[config.mk]
export PLATFORM = sky130hd
export DESIGN_NAME = execute_stage
export DESIGN_NICKNAME = d
export VERILOG_FILES = /design/src/rtl/execute_stage_pkg.sv /design/src/rtl/execute_stage_alu_core.sv /design/src/rtl/execute_stage.sv
export SDC_FILE = /design/constraint.sdc
export NUM_CORES = 1
export LEC_CHECK = 0
export CAP_MARGIN = 0
export CORE_AREA = 2 2 150 262
export CTS_BUF_LIST = sky130_fd_sc_hd__clkbuf_8 sky130_fd_sc_hd__clkbuf_16
export DETAILED_ROUTE_END_ITERATION = 10
export DIE_AREA = 0 0 152 264
export GPL_TIMING_DRIVEN = 1
export HOLD_SLACK_MARGIN = 0.08
export SYNTH_ARGS = -nofsm -noshare
export SYNTH_HDL_FRONTEND = slang
export SYNTH_SLANG_ARGS = --single-unit
[constraint.sdc]
create_clock -name i_clk -period 3.75 [get_ports i_clk]
set_input_delay 0.375 -clock i_clk [delete_from_list [all_inputs] [get_ports i_clk]]
set_output_delay 0.375 -clock i_clk [all_outputs]
set_load 0.005 [all_outputs]
[src/rtl/execute_stage_pkg.sv]
// Pipeline definitions shared by the execute stage: widths, ALU control codes,
// the EX/MEM register payload and a helper that flags undefined ALU codes.
package execute_stage_pkg;

    localparam int unsigned NB_DATA      = 32;
    localparam int unsigned NB_ALU_CTRLI = 4;
    localparam int unsigned NB_REG_ADDR  = 5;
    localparam int unsigned NB_SHAMT     = 5;

    // ALU control codes as produced by the ALU control decoder.
    typedef enum logic [NB_ALU_CTRLI-1:0] {
        ALU_SLL   = 4'h0,
        ALU_SRL   = 4'h1,
        ALU_SRA   = 4'h2,
        ALU_ADD   = 4'h3,
        ALU_SUB   = 4'h4,
        ALU_AND   = 4'h5,
        ALU_OR    = 4'h6,
        ALU_XOR   = 4'h7,
        ALU_NOR   = 4'h8,
        ALU_SLT   = 4'h9,
        ALU_RSV_A = 4'hA,
        ALU_RSV_B = 4'hB,
        ALU_RSV_C = 4'hC,
        ALU_LUI   = 4'hD,
        ALU_BEQ   = 4'hE,
        ALU_BNE   = 4'hF
    } alu_ctrl_e;

    // EX/MEM pipeline register contents.
    typedef struct packed {
        logic [NB_DATA-1:0]     result;
        logic [NB_REG_ADDR-1:0] rd_addr;
        logic                   reg_write;
        logic                   valid;
        logic                   branch_taken;
        logic [NB_DATA-1:0]     branch_target;
        logic                   zero;
    } ex_mem_t;

    // Codes 0xA..0xC have no operation behind them.
    function automatic logic alu_code_defined(input logic [NB_ALU_CTRLI-1:0] code);
        return !((code == ALU_RSV_A) || (code == ALU_RSV_B) || (code == ALU_RSV_C));
    endfunction

endpackage

[src/rtl/execute_stage_alu_core.sv]
// Combinational ALU of the execute stage.
// Ports: code (ALU control), a/b operands, shamt + shift_var select the shift
// amount; result, zero (result == 0) and branch_cond (BEQ/BNE decision).
module alu_core
    import execute_stage_pkg::*;
(
    input  logic [NB_ALU_CTRLI-1:0] code,
    input  logic [NB_DATA-1:0]      a,
    input  logic [NB_DATA-1:0]      b,
    input  logic [NB_SHAMT-1:0]     shamt,
    input  logic                    shift_var,
    output logic [NB_DATA-1:0]      result,
    output logic                    zero,
    output logic                    branch_cond
);

    logic [NB_SHAMT-1:0] amt;
    logic [NB_DATA-1:0]  diff;

    // Variable shifts take the amount from rs, fixed shifts from the shamt field.
    assign amt  = shift_var ? a[NB_SHAMT-1:0] : shamt;
    assign diff = a - b;

    always_comb begin
        result      = '0;
        branch_cond = 1'b0;
        case (code)
            ALU_SLL: result = b << amt;
            ALU_SRL: result = b >> amt;
            ALU_SRA: result = $unsigned($signed(b) >>> amt);
            ALU_ADD: result = a + b;
            ALU_SUB: result = diff;
            ALU_AND: result = a & b;
            ALU_OR:  result = a | b;
            ALU_XOR: result = a ^ b;
            ALU_NOR: result = ~(a | b);
            ALU_SLT: result = NB_DATA'($signed(a) < $signed(b));
            ALU_LUI: result = {b[NB_DATA/2-1:0], (NB_DATA/2)'(0)};
            ALU_BEQ: begin
                result      = diff;
                branch_cond = (diff == '0);
            end
            ALU_BNE: begin
                result      = diff;
                branch_cond = (diff != '0);
            end
            default: begin
                result      = '0;
                branch_cond = 1'b0;
            end
        endcase
    end

    assign zero = (result == '0);

endmodule

[src/rtl/execute_stage.sv]
// MIPS execute stage: ALU, branch target adder and the EX/MEM register with
// valid/stall/flush handling. One cycle from accepted inputs to outputs.
// Inputs: clock, sync active-high reset, valid/stall/flush controls, ALU code,
// operands, shift controls, immediate, PC+4, destination and write enable.
// Outputs: registered result, destination, write enable, valid, branch
// decision/target and zero flag.
module execute_stage
    import execute_stage_pkg::*;
(
    input  logic                    i_clk,
    input  logic                    i_reset,
    input  logic                    i_valid,
    input  logic                    i_stall,
    input  logic                    i_flush,
    input  logic [NB_ALU_CTRLI-1:0] i_alu_control_input,
    input  logic [NB_DATA-1:0]      i_data_a,
    input  logic [NB_DATA-1:0]      i_data_b,
    input  logic [NB_SHAMT-1:0]     i_shamt,
    input  logic                    i_shift_var,
    input  logic [NB_DATA-1:0]      i_imm_ext,
    input  logic [NB_DATA-1:0]      i_pc_plus4,
    input  logic [NB_REG_ADDR-1:0]  i_rd_addr,
    input  logic                    i_reg_write,
    output logic [NB_DATA-1:0]      o_result,
    output logic [NB_REG_ADDR-1:0]  o_rd_addr,
    output logic                    o_reg_write,
    output logic                    o_valid,
    output logic                    o_branch_taken,
    output logic [NB_DATA-1:0]      o_branch_target,
    output logic                    o_zero
);

    logic [NB_DATA-1:0] alu_result;
    logic               alu_zero;
    logic               alu_branch_cond;
    ex_mem_t            ex_mem;
    ex_mem_t            ex_mem_next;

    alu_core u_alu_core (
        .code        (i_alu_control_input),
        .a           (i_data_a),
        .b           (i_data_b),
        .shamt       (i_shamt),
        .shift_var   (i_shift_var),
        .result      (alu_result),
        .zero        (alu_zero),
        .branch_cond (alu_branch_cond)
    );

    // Value captured on a normal (non-stalled, non-flushed) edge.
    always_comb begin
        ex_mem_next               = '0;
        ex_mem_next.result        = alu_result;
        ex_mem_next.rd_addr       = i_rd_addr;
        ex_mem_next.reg_write     = i_valid && i_reg_write && alu_code_defined(i_alu_control_input);
        ex_mem_next.valid         = i_valid;
        ex_mem_next.branch_taken  = i_valid && alu_branch_cond;
        ex_mem_next.branch_target = i_pc_plus4 + (i_imm_ext << 2);
        ex_mem_next.zero          = alu_zero;
    end

    // EX/MEM register: reset > flush > stall > capture; flush keeps data fields.
    always_ff @(posedge i_clk) begin
        if (i_reset) begin
            ex_mem <= '0;
        end else if (i_flush) begin
            ex_mem.valid        <= 1'b0;
            ex_mem.reg_write    <= 1'b0;
            ex_mem.branch_taken <= 1'b0;
        end else if (!i_stall) begin
            ex_mem <= ex_mem_next;
        end
    end

    assign o_result        = ex_mem.result;
    assign o_rd_addr       = ex_mem.rd_addr;
    assign o_reg_write     = ex_mem.reg_write;
    assign o_valid         = ex_mem.valid;
    assign o_branch_taken  = ex_mem.branch_taken;
    assign o_branch_target = ex_mem.branch_target;
    assign o_zero          = ex_mem.zero;

endmodule

==> results.md <==
- Result of the run: complete, but fails checks
- Failing checks: negative setup slack
- Switching fraction of total power: between 40% and 50%
- Number of I/O port buffers: approximately 220
- Number of clock sinks: 73
- RSZ-0062 raised after global routing: yes
- Portion of the post-synthesis area used by sequential elements: roughly a tenth
- Area inside the core boundary: approximately 38000 um^2
- Data required time of the worst path: around 4.1 ns
- Hold Vio Cnt, Final: 0
- Period minus WS final: about 4.1 ns
- Start point of the critical path: i_alu_control_input[2]
- Global Route met2 Usage: between 70 and 80%
- Syn Area/Cell: just over 7 um^2
- DRC violation total after the first TritonRoute iteration: 2171
- Part of the power in combinational logic: between 70% and 80%
- Origin of the worst min-delay path: o_branch_target[21]
- Sort of element at the start of the critical path: input port
- First-pass GRT wire length: 138600 um
- Endpoints failing setup: 3
- Leakage power summed over all cells: 10.68 nW
- Overall die area: around 40000 um^2
- Crit path buffers/inverters: 6
- Cell variety after synth: 85
- Leftover overflow at the end of global routing: 0
- Synthesis warning total: 0
- Detail Placement HPWL: between 70000 and 80000 um
- CTS Buffer Depth: 2
- Maximum frequency from static timing analysis: 244.8 MHz
- M1 GR Usage: 44.78%
- WS Path Type: input port to register
- Most repeated library cell on the critical path: buf_4
- Setup slack after layout: -0.3350 ns
- Most used cells in the layout excluding fill and tap cells: buf_4, clkdlybuf4s50_1, nand2_1
- Clock H-tree levels: 3
- Critical Path Fanout Max: 11
- Switching component of the power: 2.629 mW
- Max-slew violation total from the final report: 0
- Flip-flop cell with the highest count after synthesis: dfxtp_1
- Routed wire per std cell: between 20 and 30 um
- Setup Skew: 0 ns
- Async set or reset register ratio after synthesis: 0%
- Length of the first detailed-routing pass in iterations: 8
- Worst flop-to-flop path startpoint: o_result[15]
- Avg Vias per Cell: 6.326
- Clock edge transition at the registers on the reported setup and hold paths: 0.06 ns
- Top-level port count: 222
- Flops & latches, synth: 73
- Die Span X: 152 um
- Post-route core utilization: between 60% and 70%
- Number of fillers in the final layout: around 3300
- Number of global-route vias before repair: roughly 21000
- Met3 usage in global routing: between 10% and 20%
- Cell chain of the critical path: clkdlybuf4s50_1, buf_4, or4_1, nor2_1, buf_4, buf_4, nand2_1, nor2_1, a21oi_1, o311ai_1, buf_4, a2111oi_2, buf_4, and4_1, nand4_1, nor4_1, a32o_1
- Pre-CTS setup slack: -1.553 ns
- Internal: about 3.3 mW
- Remaining design rule violation count: 0
- Stage delay of the slowest cell on the critical path: 0.62 ns
- EDFF count, synth: 0
- Vertical die dimension: 264 um
- Slew headroom: roughly a quarter
- Syn nets: around 2200
- Vias after detailed routing: between 20000 and 25000
- Cell area after synthesis: 14260 um^2
- TritonCTS clock tree: built
- Post-CTS Hold Buffers: 0
- Relative contribution of the clock network to total power: 14.9%
- Type of element capturing the critical path: register
- Share of power burned in registers: 14.5%
- Number of cell rows: 95
- Total Nets Final: approximately 3100
- GP Congestion: around 1.2
- Area growth from synthesis to layout: 70.24%
- Root cell of the clock tree: clkbuf_16
- Fraction of final layout cells with drive strength greater than 1: between 30% and 40%
- Cell family contributing the most delay on the critical path: buffers and inverters
- Max-cap violation count: 0
- Clock buffers created by TritonCTS: 9
- Clock latency on the worst-skew pair: ~0.35 ns
- Gate count after technology mapping: 1961
- Antenna-violating nets left: 0
- PwrDens: 243.7 nW/um^2
- Critical-path top delay cell: clkdlybuf4s50_1
- Smallest hold slack: 0.4503 ns
- GRT Total Usage: around 47%
- Most common cell after layout, fill and taps aside: buf_4
- Transition time at the pin with the least slew margin: around 1.1 ns
- Endpoint arrival time on the critical path: ~4.4 ns
- Maximum resistive drop on vdd: roughly 0.21 mV
- Largest net degree at the start of global routing: 72
- Routed WL: between 90000 and 100000 um
- Starting density of the core: a little under two fifths
- Worst Hold Class: register to register
- Number of antenna violations at the first check in global routing: 7
- Routing layer with the top usage in global route: met2
- Final worst-path cycle share: 108.9%
## cells by family after synthesis
family	after synthesis	share of synthesized area, %
buffers and inverters	257	7.274
adders and majority gates	134	11.92
AOI/OAI and AO/OA	636	30.05
muxes	160	16.05
xor gates and xnor gates	46	2.826
DFF	73	10.25
and+or+nand+nor	655	21.63
## synth_stat cells (all sizes together), types with 39 or more instances
library cell | count | area [um^2]
o21ai | 85 | 425.4
nand3 | 39 | 195.2
nor3 | 72 | 360.4
dfxtp | 73 | 1461
ha | 131 | 1639
mux4 | 52 | 1179
clkbuf | 115 | 431.7
nand2 | 191 | 716.9
a21oi | 188 | 940.9
inv | 106 | 397.9
a211oi | 50 | 380.4
mux2i | 97 | 978.4
nor2 | 192 | 720.7
## metal layers
metal  vias up  share of wire [%]
met2      1455                 46
li1       9159                  -
met3       587                8.4
met1      9898                 31
met5         -              0.023
met4         4                 14
## tightest hold or removal path, cell delays in order, from the launching register on
cell     delay (ns)
dfxtp_1        0.31
nand2_1        0.05
a21oi_1        0.05
## power by group through the flow
stage | Clock (mW) | Combinational (mW) | Sequential, mW
after global placement | 0 | 3.56 | 0.873
after global routing | 0.914 | 4.33 | 0.863
after CTS | 0.886 | 3.91 | 0.857
after detailed placement | 0 | 3.59 | 0.875
after floorplan | 0 | 1.56 | 0.876
final | 0.879 | 4.18 | 0.858
## per-stage QoR
| step | cell area (um^2) | instances | power [mW] | setup TNS, ns |
|---|---|---|---|---|
| 2_1_floorplan | 14270 | 1961 | 2.439 | 0 |
| 3_3_place_gp | 22120 | 3243 | 4.432 | -15.66 |
| 3_5_place_dp | 22120 | 3244 | 4.467 | -16.66 |
| 4_1_cts | 23830 | 3314 | 5.655 | -0.1154 |
| 5_1_grt | 24270 | 3333 | 6.103 | -0.7819 |
| 6_report | 24270 | 3336 | 5.915 | -0.4871 |
## final timing paths
| kind | to | slack (ns) | depth (start not counted) |
|---|---|---|---|
| setup / recovery | o_zero | -0.33 | 17 |
| hold / removal | o_branch_target[21] | 0.45 | 2 |
| setup reg to reg | o_result[15] | 3.00 | 2 |
| hold reg to reg | o_branch_target[21] | 0.45 | 2 |
## final cells by class
type	instances	area (um^2)	share of cell area [%]
Clock buffer	9	225.2	0.9278
Antenna cell	4	10.01	0.04124
Multi-Input combinational cell	1631	12920	53.22
Sequential cell	73	1461	6.021
Inverter	106	410.4	1.691
Timing Repair Buffer	1021	8573	35.32
Tap cell	485	606.8	2.500
Clock inverter	7	67.56	0.2784
## flip-flops by register name (all words and copies together) (netlist names)
register         flops
o_branch_target     32
o_rd_addr            5
o_branch_taken       1
o_zero               1
o_valid              1
o_result            32
o_reg_write          1
## what timing repair did
| item | in CTS | in global routing |
|---|---|---|
| resized for setup | 267 | 67 |
| pin swaps | 80 | 31 |
| endpoints found under the setup margin | 18 | 13 |
| buffers inserted | 54 | 19 |
| gates cloned | 1 | 0 |
No activity file was read; power rests on OpenSTA's default activity.
